**config.mk**
```make
export PLATFORM = sky130hd
export DESIGN_NAME = bitstream_arbiter
export DESIGN_NICKNAME = d
export VERILOG_FILES = /design/src/rtl/bitstream_arbiter_pkg.sv /design/src/rtl/bitstream_arbiter_rr_arb2.sv /design/src/rtl/bitstream_arbiter.sv
export SDC_FILE = /design/constraint.sdc
export NUM_CORES = 1
export LEC_CHECK = 0
export BUFFER_PORTS_ARGS = -buffer_cell sky130_fd_sc_hd__buf_2
export CORE_MARGIN = 2
export CORE_UTILIZATION = 50
export DETAILED_ROUTE_END_ITERATION = 8
export GPL_TIMING_DRIVEN = 0
export PLACE_DENSITY = 0.82
export SYNTH_ARGS = -nofsm -noshare
export SYNTH_HDL_FRONTEND = slang
export SYNTH_HIERARCHICAL = 1
export SYNTH_SLANG_ARGS = --single-unit
export TNS_END_PERCENT = 10
```
**constraint.sdc**
```tcl
create_clock -name clk -period 4.58 [get_ports clk]
set_input_delay 0.916 -clock clk [delete_from_list [all_inputs] [get_ports clk]]
set_output_delay 0.916 -clock clk [all_outputs]
set_load 0.005 [all_outputs]
```
**src/rtl/bitstream_arbiter_pkg.sv**
```systemverilog
`default_nettype none
// ============================================================================
// Module      : bitstream_arbiter_pkg
// Description : Shared types and constants for the bitstream arbiter: the
//               control state encoding and the 4-bit code-length decode.
// Revision    : 1.0 - initial release
// ============================================================================
package bitstream_arbiter_pkg;

    typedef enum logic [2:0] {
        ST_IDLE   = 3'd0,
        ST_LOAD   = 3'd1,
        ST_RUN    = 3'd2,
        ST_SWITCH = 3'd3,
        ST_WAIT   = 3'd4
    } state_t;

    // A length field of zero encodes a full 16-bit code.
    localparam int LEN16 = 16;

    function automatic logic [4:0] code_len(input logic [3:0] len);
        return (len == 4'd0) ? 5'(LEN16) : {1'b0, len};
    endfunction

endpackage
`default_nettype wire

```
**src/rtl/bitstream_arbiter_rr_arb2.sv**
```systemverilog
`default_nettype none
// ============================================================================
// Module      : rr_arb2
// Description : Two-requester round-robin grant register. A new grant is
//               only issued while no grant is held; a held grant survives
//               while its lock is high, or while the requester is still
//               requesting and strobing codes.
// Ports       : clk, rst      - clock, asynchronous active-high reset
//               i_req/i_lock/i_en [1:0] - per-requester request, lock, strobe
//               i_arb_en      - arbitration permitted this cycle
//               i_clear       - drop any held grant
//               o_gnt [1:0]   - registered one-hot grant
// Revision    : 1.0 - initial release
// ============================================================================
module rr_arb2 (
    input  logic       clk,
    input  logic       rst,
    input  logic [1:0] i_req,
    input  logic [1:0] i_lock,
    input  logic [1:0] i_en,
    input  logic       i_arb_en,
    input  logic       i_clear,
    output logic [1:0] o_gnt
);

    logic [1:0] r_gnt;
    logic       r_last;   // index of the most recently granted requester
    logic [1:0] w_keep;
    logic [1:0] w_pick;

    // Grant is kept while locked; otherwise it needs both req and en.
    assign w_keep = r_gnt & (i_lock | (i_req & i_en));

    // Priority goes to the requester after the last one granted.
    assign w_pick[0] = i_req[0] & (r_last | ~i_req[1]);
    assign w_pick[1] = i_req[1] & (~r_last | ~i_req[0]);

    always_ff @(posedge clk or posedge rst) begin
        if (rst) begin
            r_gnt  <= 2'b00;
            r_last <= 1'b1;
        end else if (i_clear) begin
            r_gnt  <= 2'b00;
        end else if (r_gnt != 2'b00) begin
            r_gnt  <= w_keep;
        end else if (i_arb_en && (i_req != 2'b00)) begin
            r_gnt  <= w_pick;
            r_last <= w_pick[1];
        end
    end

    assign o_gnt = r_gnt;

endmodule
`default_nettype wire

```
**src/rtl/bitstream_arbiter.sv**
```systemverilog
`default_nettype none
// ============================================================================
// Module      : bitstream_arbiter
// Description : Shares one bit packer between a header generator (req 0) and
//               a VLC coder (req 1), and ping-pongs the packer between two
//               CPU-configured output buffers.
// Ports       : clk, reset            - clock, asynchronous active-high reset
//               req/lock/en/bits/len  - per-requester code interface
//               gnt/rdy               - grant and forwarded packer ready
//               bs_*                  - packer code and address interface
//               cfg_*, start, rel     - CPU configuration and buffer release
//               irq, filled, buf_idx, bit_count - status
// Revision    : 1.0 - initial release
// ============================================================================
module bitstream_arbiter
    import bitstream_arbiter_pkg::*;
#(
    parameter int ADDR_W = 32
) (
    input  logic              clk,
    input  logic              reset,
    input  logic              req0,
    input  logic              req1,
    input  logic              lock0,
    input  logic              lock1,
    input  logic              en0,
    input  logic              en1,
    input  logic [15:0]       bits0,
    input  logic [15:0]       bits1,
    input  logic [3:0]        len0,
    input  logic [3:0]        len1,
    output logic              gnt0,
    output logic              gnt1,
    output logic              rdy0,
    output logic              rdy1,
    input  logic              bs_rdy,
    input  logic              bs_full,
    output logic              bs_en,
    output logic [15:0]       bs_bits,
    output logic [3:0]        bs_len,
    output logic              bs_setaddr,
    output logic [ADDR_W-1:0] bs_abase,
    output logic [ADDR_W-1:0] bs_aend,
    input  logic [ADDR_W-1:0] cfg_base0,
    input  logic [ADDR_W-1:0] cfg_base1,
    input  logic [ADDR_W-1:0] cfg_size,
    input  logic              start,
    input  logic              rel,
    input  logic              rel_idx,
    output logic              irq,
    output logic [1:0]        filled,
    output logic              buf_idx,
    output logic [31:0]       bit_count
);

    state_t              r_state;
    logic                r_buf_idx;
    logic [1:0]          r_filled;
    logic [31:0]         r_bit_count;
    logic                r_setaddr;
    logic [ADDR_W-1:0]   r_abase;
    logic [ADDR_W-1:0]   r_aend;

    logic [1:0]          w_gnt;
    logic                w_run;
    logic [1:0]          w_rel_mask;
    logic [1:0]          w_filled_rel;
    logic [1:0]          w_cur_mask;
    logic                w_load_idx;
    logic [ADDR_W-1:0]   w_load_base;
    logic                w_count;

    assign w_run = (r_state == ST_RUN);

    // Grants are dropped on the edge into SWITCH so SWITCH itself forwards nothing.
    rr_arb2 u_rr_arb2 (
        .clk      (clk),
        .rst      (reset),
        .i_req    ({req1, req0}),
        .i_lock   ({lock1, lock0}),
        .i_en     ({en1, en0}),
        .i_arb_en (w_run & ~bs_full),
        .i_clear  ((w_run & bs_full) | (r_state == ST_SWITCH)),
        .o_gnt    (w_gnt)
    );

    // Release is applied before SWITCH/WAIT look at the flags.
    assign w_rel_mask   = rel ? (rel_idx ? 2'b10 : 2'b01) : 2'b00;
    assign w_filled_rel = r_filled & ~w_rel_mask;
    assign w_cur_mask   = r_buf_idx ? 2'b10 : 2'b01;

    // SWITCH loads the other buffer; IDLE and WAIT load the current one.
    assign w_load_idx  = (r_state == ST_SWITCH) ? ~r_buf_idx : r_buf_idx;
    assign w_load_base = w_load_idx ? cfg_base1 : cfg_base0;

    assign w_count = bs_en & bs_rdy;

    always_ff @(posedge clk or posedge reset) begin
        if (reset) begin
            r_state     <= ST_IDLE;
            r_buf_idx   <= 1'b0;
            r_filled    <= 2'b00;
            r_bit_count <= 32'd0;
            r_setaddr   <= 1'b0;
            r_abase     <= '0;
            r_aend      <= '0;
        end else begin
            r_filled  <= w_filled_rel;
            r_setaddr <= 1'b0;
            if (w_count) begin
                r_bit_count <= r_bit_count + {27'd0, code_len(bs_len)};
            end
            case (r_state)
                ST_IDLE: begin
                    if (start) begin
                        r_state     <= ST_LOAD;
                        r_setaddr   <= 1'b1;
                        r_abase     <= w_load_base;
                        r_aend      <= w_load_base + cfg_size;
                        r_bit_count <= 32'd0;
                    end
                end
                ST_LOAD: begin
                    r_state <= ST_RUN;
                end
                ST_RUN: begin
                    if (bs_full) begin
                        r_state <= ST_SWITCH;
                    end
                end
                ST_SWITCH: begin
                    r_filled  <= w_filled_rel | w_cur_mask;
                    r_buf_idx <= ~r_buf_idx;
                    if (!w_filled_rel[w_load_idx]) begin
                        r_state   <= ST_LOAD;
                        r_setaddr <= 1'b1;
                        r_abase   <= w_load_base;
                        r_aend    <= w_load_base + cfg_size;
                    end else begin
                        r_state <= ST_WAIT;
                    end
                end
                ST_WAIT: begin
                    if (!w_filled_rel[r_buf_idx]) begin
                        r_state   <= ST_LOAD;
                        r_setaddr <= 1'b1;
                        r_abase   <= w_load_base;
                        r_aend    <= w_load_base + cfg_size;
                    end
                end
                default: begin
                    r_state <= ST_IDLE;
                end
            endcase
        end
    end

    // Combinational forwarding from the granted requester.
    assign bs_en   = w_run & ((w_gnt[0] & en0) | (w_gnt[1] & en1));
    assign bs_bits = w_gnt[1] ? bits1 : (w_gnt[0] ? bits0 : 16'd0);
    assign bs_len  = w_gnt[1] ? len1  : (w_gnt[0] ? len0  : 4'd0);
    assign rdy0    = w_run & w_gnt[0] & bs_rdy;
    assign rdy1    = w_run & w_gnt[1] & bs_rdy;
    assign gnt0    = w_gnt[0];
    assign gnt1    = w_gnt[1];

    assign bs_setaddr = r_setaddr;
    assign bs_abase   = r_abase;
    assign bs_aend    = r_aend;
    assign filled     = r_filled;
    assign buf_idx    = r_buf_idx;
    assign bit_count  = r_bit_count;
    assign irq        = |r_filled;

endmodule
`default_nettype wire

```
==> results.md <==
- The finished layout holds 1198 standard cells, fillers aside.
- For this design the ratio of total power to cell area is 653 nW/µm².
- The clock transition at the registers of the reported paths is 0.08 ns.
- In this run the number of cells on the critical path is 16.
- The via count is 6580.
- The worst endpoint data arrival time is 4.59 ns.
- In this run the critical register-to-register path is launched from r_state[0].
- Summed over all layers, the routed wires come to 19400 µm.
- The share of final-layout standard cells stronger than drive strength 1 is 0.361.
- The top cell type's share of synthesized area is 0.379.
- In the synthesized netlist the async set-or-reset flop fraction comes to 1.00.
- The relative area change from synthesis to final layout is 28.1%.
- Setup violations remaining at the end of the flow were counted as 0.
- The fraction of the yosys area taken by sequential cells is 0.383.
- The worst setup slack before clock tree synthesis is -0.310 ns.
- The number of flops mapped to enable cells by yosys is 0.
- The predominant post-synthesis flop cell is sky130_fd_sc_hd__dfrtp_1.
- The global-route wire length before repair is 30800 µm.
- STA classifies the critical path endpoint as a flip-flop.
- The count of routing violations after the opening detailed-route iteration is 377.
- Once the clock tree was built, the setup fixing pass inserted 0 buffers.
- The average wire length per cell after detail routing is 16.2 µm.
- The minimum setup slack among reg-to-reg paths is 0.28 ns.
- The net count after synthesis is 914.
- The cell sitting at the root of the clock tree is a sky130_fd_sc_hd__clkbuf_16.
- After clock tree synthesis, the flow added hold-fix buffers numbering 0.
- The number of standard-cell rows in the floorplan is 43.
- Power comes to 5.80 mW.
- The initial antenna violation count is 1.
- The die is 122 µm tall.
- For the pin with the worst max-slew slack, the measured transition is 0.939 ns.
- Counting stages on the worst path, the most repeated cell is sky130_fd_sc_hd__o21ai_1.
- In the global route stage, overall resource usage came out at 0.263.
- In the post-synthesis netlist, the biggest area contributors are sky130_fd_sc_hd__dfrtp_1 (38%), sky130_fd_sc_hd__ha_1 (6.5%), sky130_fd_sc_hd__mux2_2 (6.3%).
- The maximum fanout along the worst path is 10.
- The end of the worst register-to-register path is bs_aend[31].
- Counting every sink on the clock net gives 106.
- Dividing the final minimum period by the clock period gives 0.940.
- The number of buffers created by CTS is 9.
- The detail-routed via count per cell is 5.49.
- The critical path contains buffers and inverters numbering 3 combined.
- The smallest setup slack after layout is 0.275 ns.
- The instance count of the mapped netlist is 727.
- The number of global-route vias before repair is 6387.
- The clock insertion delay at the later pin of the skew report is 0.36 ns.
- The core region is 13700 µm².
- The maximum clock insertion buffer count is 2.
- The standard cell area after detailed placement is 8560 µm².
- The count of antenna diodes in the layout is 0.
- The H-tree was split into 3 levels.
- The endpoint of the most critical setup path is bs_aend[31].
- The placed wire-length estimate after detailed placement is 15200 µm.
- The run finished with clean final reports.
- The die width is 122 µm.
- STA puts the critical path data required time at 4.86 ns.
- After synthesis the cells add up to 6940 µm².
- A synthesized cell averages 9.54 µm².
- TritonCTS built the clock tree.
- Measured against its own limit, the worst slew margin works out to 0.369.
- In this run the worst setup path begins at r_state[0].
- The count of cell types in the netlist is 64.
- The worst-case IR drop observed on VDD is 0.000352 V.
- Traced cell by cell, the critical path runs through buf_2 > nand2_1 > nor2_4 > xnor2_4 > clkbuf_4 > mux2i_2 > inv_1 > ha_1 > a211oi_1 > o21ai_1 > o21ai_1 > a21oi_1 > a211o_2 > a31oi_4 > or4_1 > o211ai_2.
- The post-synthesis register bit count is 106.
- The count of nets left with antenna violations after detail routing is 0.
- Entering global routing, the biggest net connects 58 pins.
- Among cell families on the critical path, the largest total delay comes from compound AO/OA/AOI/OAI gates.
- In this run the static leakage power is 4.47 nW.
- The slowest stage of the critical path is the sky130_fd_sc_hd__or4_1 cell.
- The longest individual stage delay on the worst path is 0.53 ns.
- The total die area is 14800 µm².
- The layout has 1189 filler cells.
- Setup repair after global routing left no endpoint under its margin.
- Port buffering added 274 buffers.
- Clock skew on the completed layout was measured at 0.0111 ns.
- The leading area contributor after synthesis is sky130_fd_sc_hd__dfrtp_1.
- The number of nets in the finished design is 1200.
- The initial cell density of the core is 0.506.
- The number of pins with negative max-slew slack in the final report is 0.
- The max-capacitance violation count is 0.
- The worst hold-check path type is input port to asynchronous set/reset pin.
- The total instance count after detailed placement is 1182.
- In the routed design, unresolved DRC markers number 0.
- The number of failing hold endpoints at the final stage came to 0.
- Static timing analysis puts the maximum clock frequency at 232 MHz.
- The I/O pin count is 275.
- The depth of the worst register-to-register path is 16.
- Subtracting the final worst setup slack from the clock period gives 4.30 ns.
- The total overflow left after global routing is 0.
- The final instance area is 8890 µm².
- The number of iterations in the first detailed-routing pass is 4.
- The number of gates resized after cts is 2.
- The critical path class is flip-flop to flip-flop.
- The congestion estimate from routability-driven global placement came to 0.947.
- The Yosys step of the flow raised 6 warnings.
- The startpoint class of the critical path is a flip-flop.
cells in the mapped netlist (3+ instances only):
| master | number |
|---|---|
| sky130_fd_sc_hd__and3_1 | 10 |
| sky130_fd_sc_hd__nor2_1 | 73 |
| sky130_fd_sc_hd__a31oi_1 | 7 |
| sky130_fd_sc_hd__nand3_1 | 9 |
| sky130_fd_sc_hd__o21ai_1 | 23 |
| sky130_fd_sc_hd__xnor2_1 | 26 |
| sky130_fd_sc_hd__and4_1 | 5 |
| sky130_fd_sc_hd__or2_2 | 3 |
| sky130_fd_sc_hd__mux2_1 | 21 |
| sky130_fd_sc_hd__a22o_1 | 24 |
| sky130_fd_sc_hd__nand4_1 | 11 |
| sky130_fd_sc_hd__nand2_1 | 55 |
| sky130_fd_sc_hd__o21ai_0 | 8 |
| sky130_fd_sc_hd__nor3_1 | 12 |
| sky130_fd_sc_hd__a21oi_1 | 62 |
| sky130_fd_sc_hd__and2_1 | 7 |
| sky130_fd_sc_hd__o211ai_1 | 4 |
| sky130_fd_sc_hd__mux2_2 | 39 |
| sky130_fd_sc_hd__clkbuf_1 | 18 |
| sky130_fd_sc_hd__inv_1 | 17 |
| sky130_fd_sc_hd__a22oi_1 | 3 |
| sky130_fd_sc_hd__buf_2 | 15 |
| sky130_fd_sc_hd__nor2b_1 | 7 |
| sky130_fd_sc_hd__nand2b_1 | 5 |
| sky130_fd_sc_hd__a211oi_1 | 8 |
| sky130_fd_sc_hd__mux2i_1 | 4 |
| sky130_fd_sc_hd__xor2_1 | 29 |
| sky130_fd_sc_hd__ha_1 | 36 |
| sky130_fd_sc_hd__o21a_1 | 7 |
| sky130_fd_sc_hd__o31ai_1 | 5 |
| sky130_fd_sc_hd__a21o_1 | 18 |
| sky130_fd_sc_hd__or3_1 | 6 |
| sky130_fd_sc_hd__o21bai_1 | 6 |
| sky130_fd_sc_hd__dfrtp_1 | 105 |
final cells by class:
type | instances | area [µm²] | share of cell area
Multi-Input combinational cell | 568 | 4070 | 0.458
Sequential cell | 106 | 2650 | 0.299
Timing Repair Buffer | 275 | 1400 | 0.157
Clock buffer | 9 | 225 | 0.0253
Tap cell | 180 | 225 | 0.0253
Buffer | 35 | 170 | 0.0191
Clock inverter | 7 | 71.3 | 0.00803
Inverter | 18 | 70.1 | 0.00789
metrics by stage:
| step | TNS [ns] | util | hold WS [ns] |
|---|---|---|---|
| global placement | -36.55 | 0.622 | 0.449 |
| CTS | 0 | 0.647 | 0.435 |
| floorplan | 0 | - | 0.463 |
| global route | 0 | 0.648 | 0.455 |
| finish | 0 | 0.648 | 0.443 |
| detailed placement | -1.97 | 0.624 | 0.458 |
state kept, by name (all words and copies together) (netlist names):
register,cells
bit_count,32
bs_abase,32
bs_aend,32
r_state,3
filled,2
u_rr_arb2/o_gnt,2
bs_setaddr,1
buf_idx,1
u_rr_arb2/r_last,1
logic make-up after synthesis:
| logic type | synth area share |
|---|---|
| and+or+nand+nor | 0.153 |
| AOI/OAI and AO/OA | 0.185 |
| DFF | 0.383 |
| muxes | 0.103 |
| xor gates and xnor gates | 0.0718 |
| buffers and inverters | 0.0335 |
| adders and majority gates | 0.0707 |
layout by cell type (no fill, tap or decap), types with 11 or more instances in the layout:
master                     instances
sky130_fd_sc_hd__buf_2           289
sky130_fd_sc_hd__dfrtp_1         105
sky130_fd_sc_hd__nor2_1           73
sky130_fd_sc_hd__a21oi_1          62
sky130_fd_sc_hd__nand2_1          55
sky130_fd_sc_hd__mux2_2           39
sky130_fd_sc_hd__ha_1             36
sky130_fd_sc_hd__xor2_1           29
sky130_fd_sc_hd__xnor2_1          26
sky130_fd_sc_hd__a22o_1           24
sky130_fd_sc_hd__o21ai_1          23
sky130_fd_sc_hd__mux2_1           21
sky130_fd_sc_hd__a21o_1           18
sky130_fd_sc_hd__inv_1            16
sky130_fd_sc_hd__clkbuf_1         16
sky130_fd_sc_hd__nor3_1           12
sky130_fd_sc_hd__nand4_1          11
worst min path at each step:
stage	end	slack, ns	start
6_report	u_rr_arb2/o_gnt[1]	0.44	reset
5_1_grt	u_rr_arb2/o_gnt[1]	0.45	reset
4_1_cts	u_rr_arb2/o_gnt[1]	0.44	reset
3_5_place_dp	bs_aend[0]	0.46	bs_aend[0]
3_3_place_gp	bs_aend[0]	0.45	bs_aend[0]
2_1_floorplan	bs_aend[0]	0.46	bs_aend[0]
where the power goes:
part           leakage [nW]  switching (mW)  internal, mW
logic                  3.01            1.95          1.59
registers              1.32           0.184          1.30
clock network         0.145           0.396         0.387
total                  4.47            2.53          3.27
metal layers:
metal  track usage  vias up  share of wire
met4        0.0812        2          0.022
met3        0.0585       28          0.071
li1              -     3196              -
met1         0.308     3130           0.40
met2         0.479      224           0.50
met5             0        -        0.00067
worst reg2reg max path, stage by stage, from the launching register on:
cell                       delay (ns)
sky130_fd_sc_hd__dfrtp_1         0.33
sky130_fd_sc_hd__buf_2           0.18
sky130_fd_sc_hd__nand2_1         0.12
sky130_fd_sc_hd__nor2_4          0.23
sky130_fd_sc_hd__xnor2_4         0.22
sky130_fd_sc_hd__clkbuf_4        0.36
sky130_fd_sc_hd__mux2i_2         0.41
sky130_fd_sc_hd__inv_1           0.09
sky130_fd_sc_hd__ha_1            0.30
sky130_fd_sc_hd__a211oi_1        0.08
sky130_fd_sc_hd__o21ai_1         0.33
sky130_fd_sc_hd__o21ai_1         0.20
sky130_fd_sc_hd__a21oi_1         0.37
sky130_fd_sc_hd__a211o_2         0.28
sky130_fd_sc_hd__a31oi_4         0.11
sky130_fd_sc_hd__or4_1           0.53
sky130_fd_sc_hd__o211ai_2        0.09
Note: power is estimated with default switching activity, not from simulation.
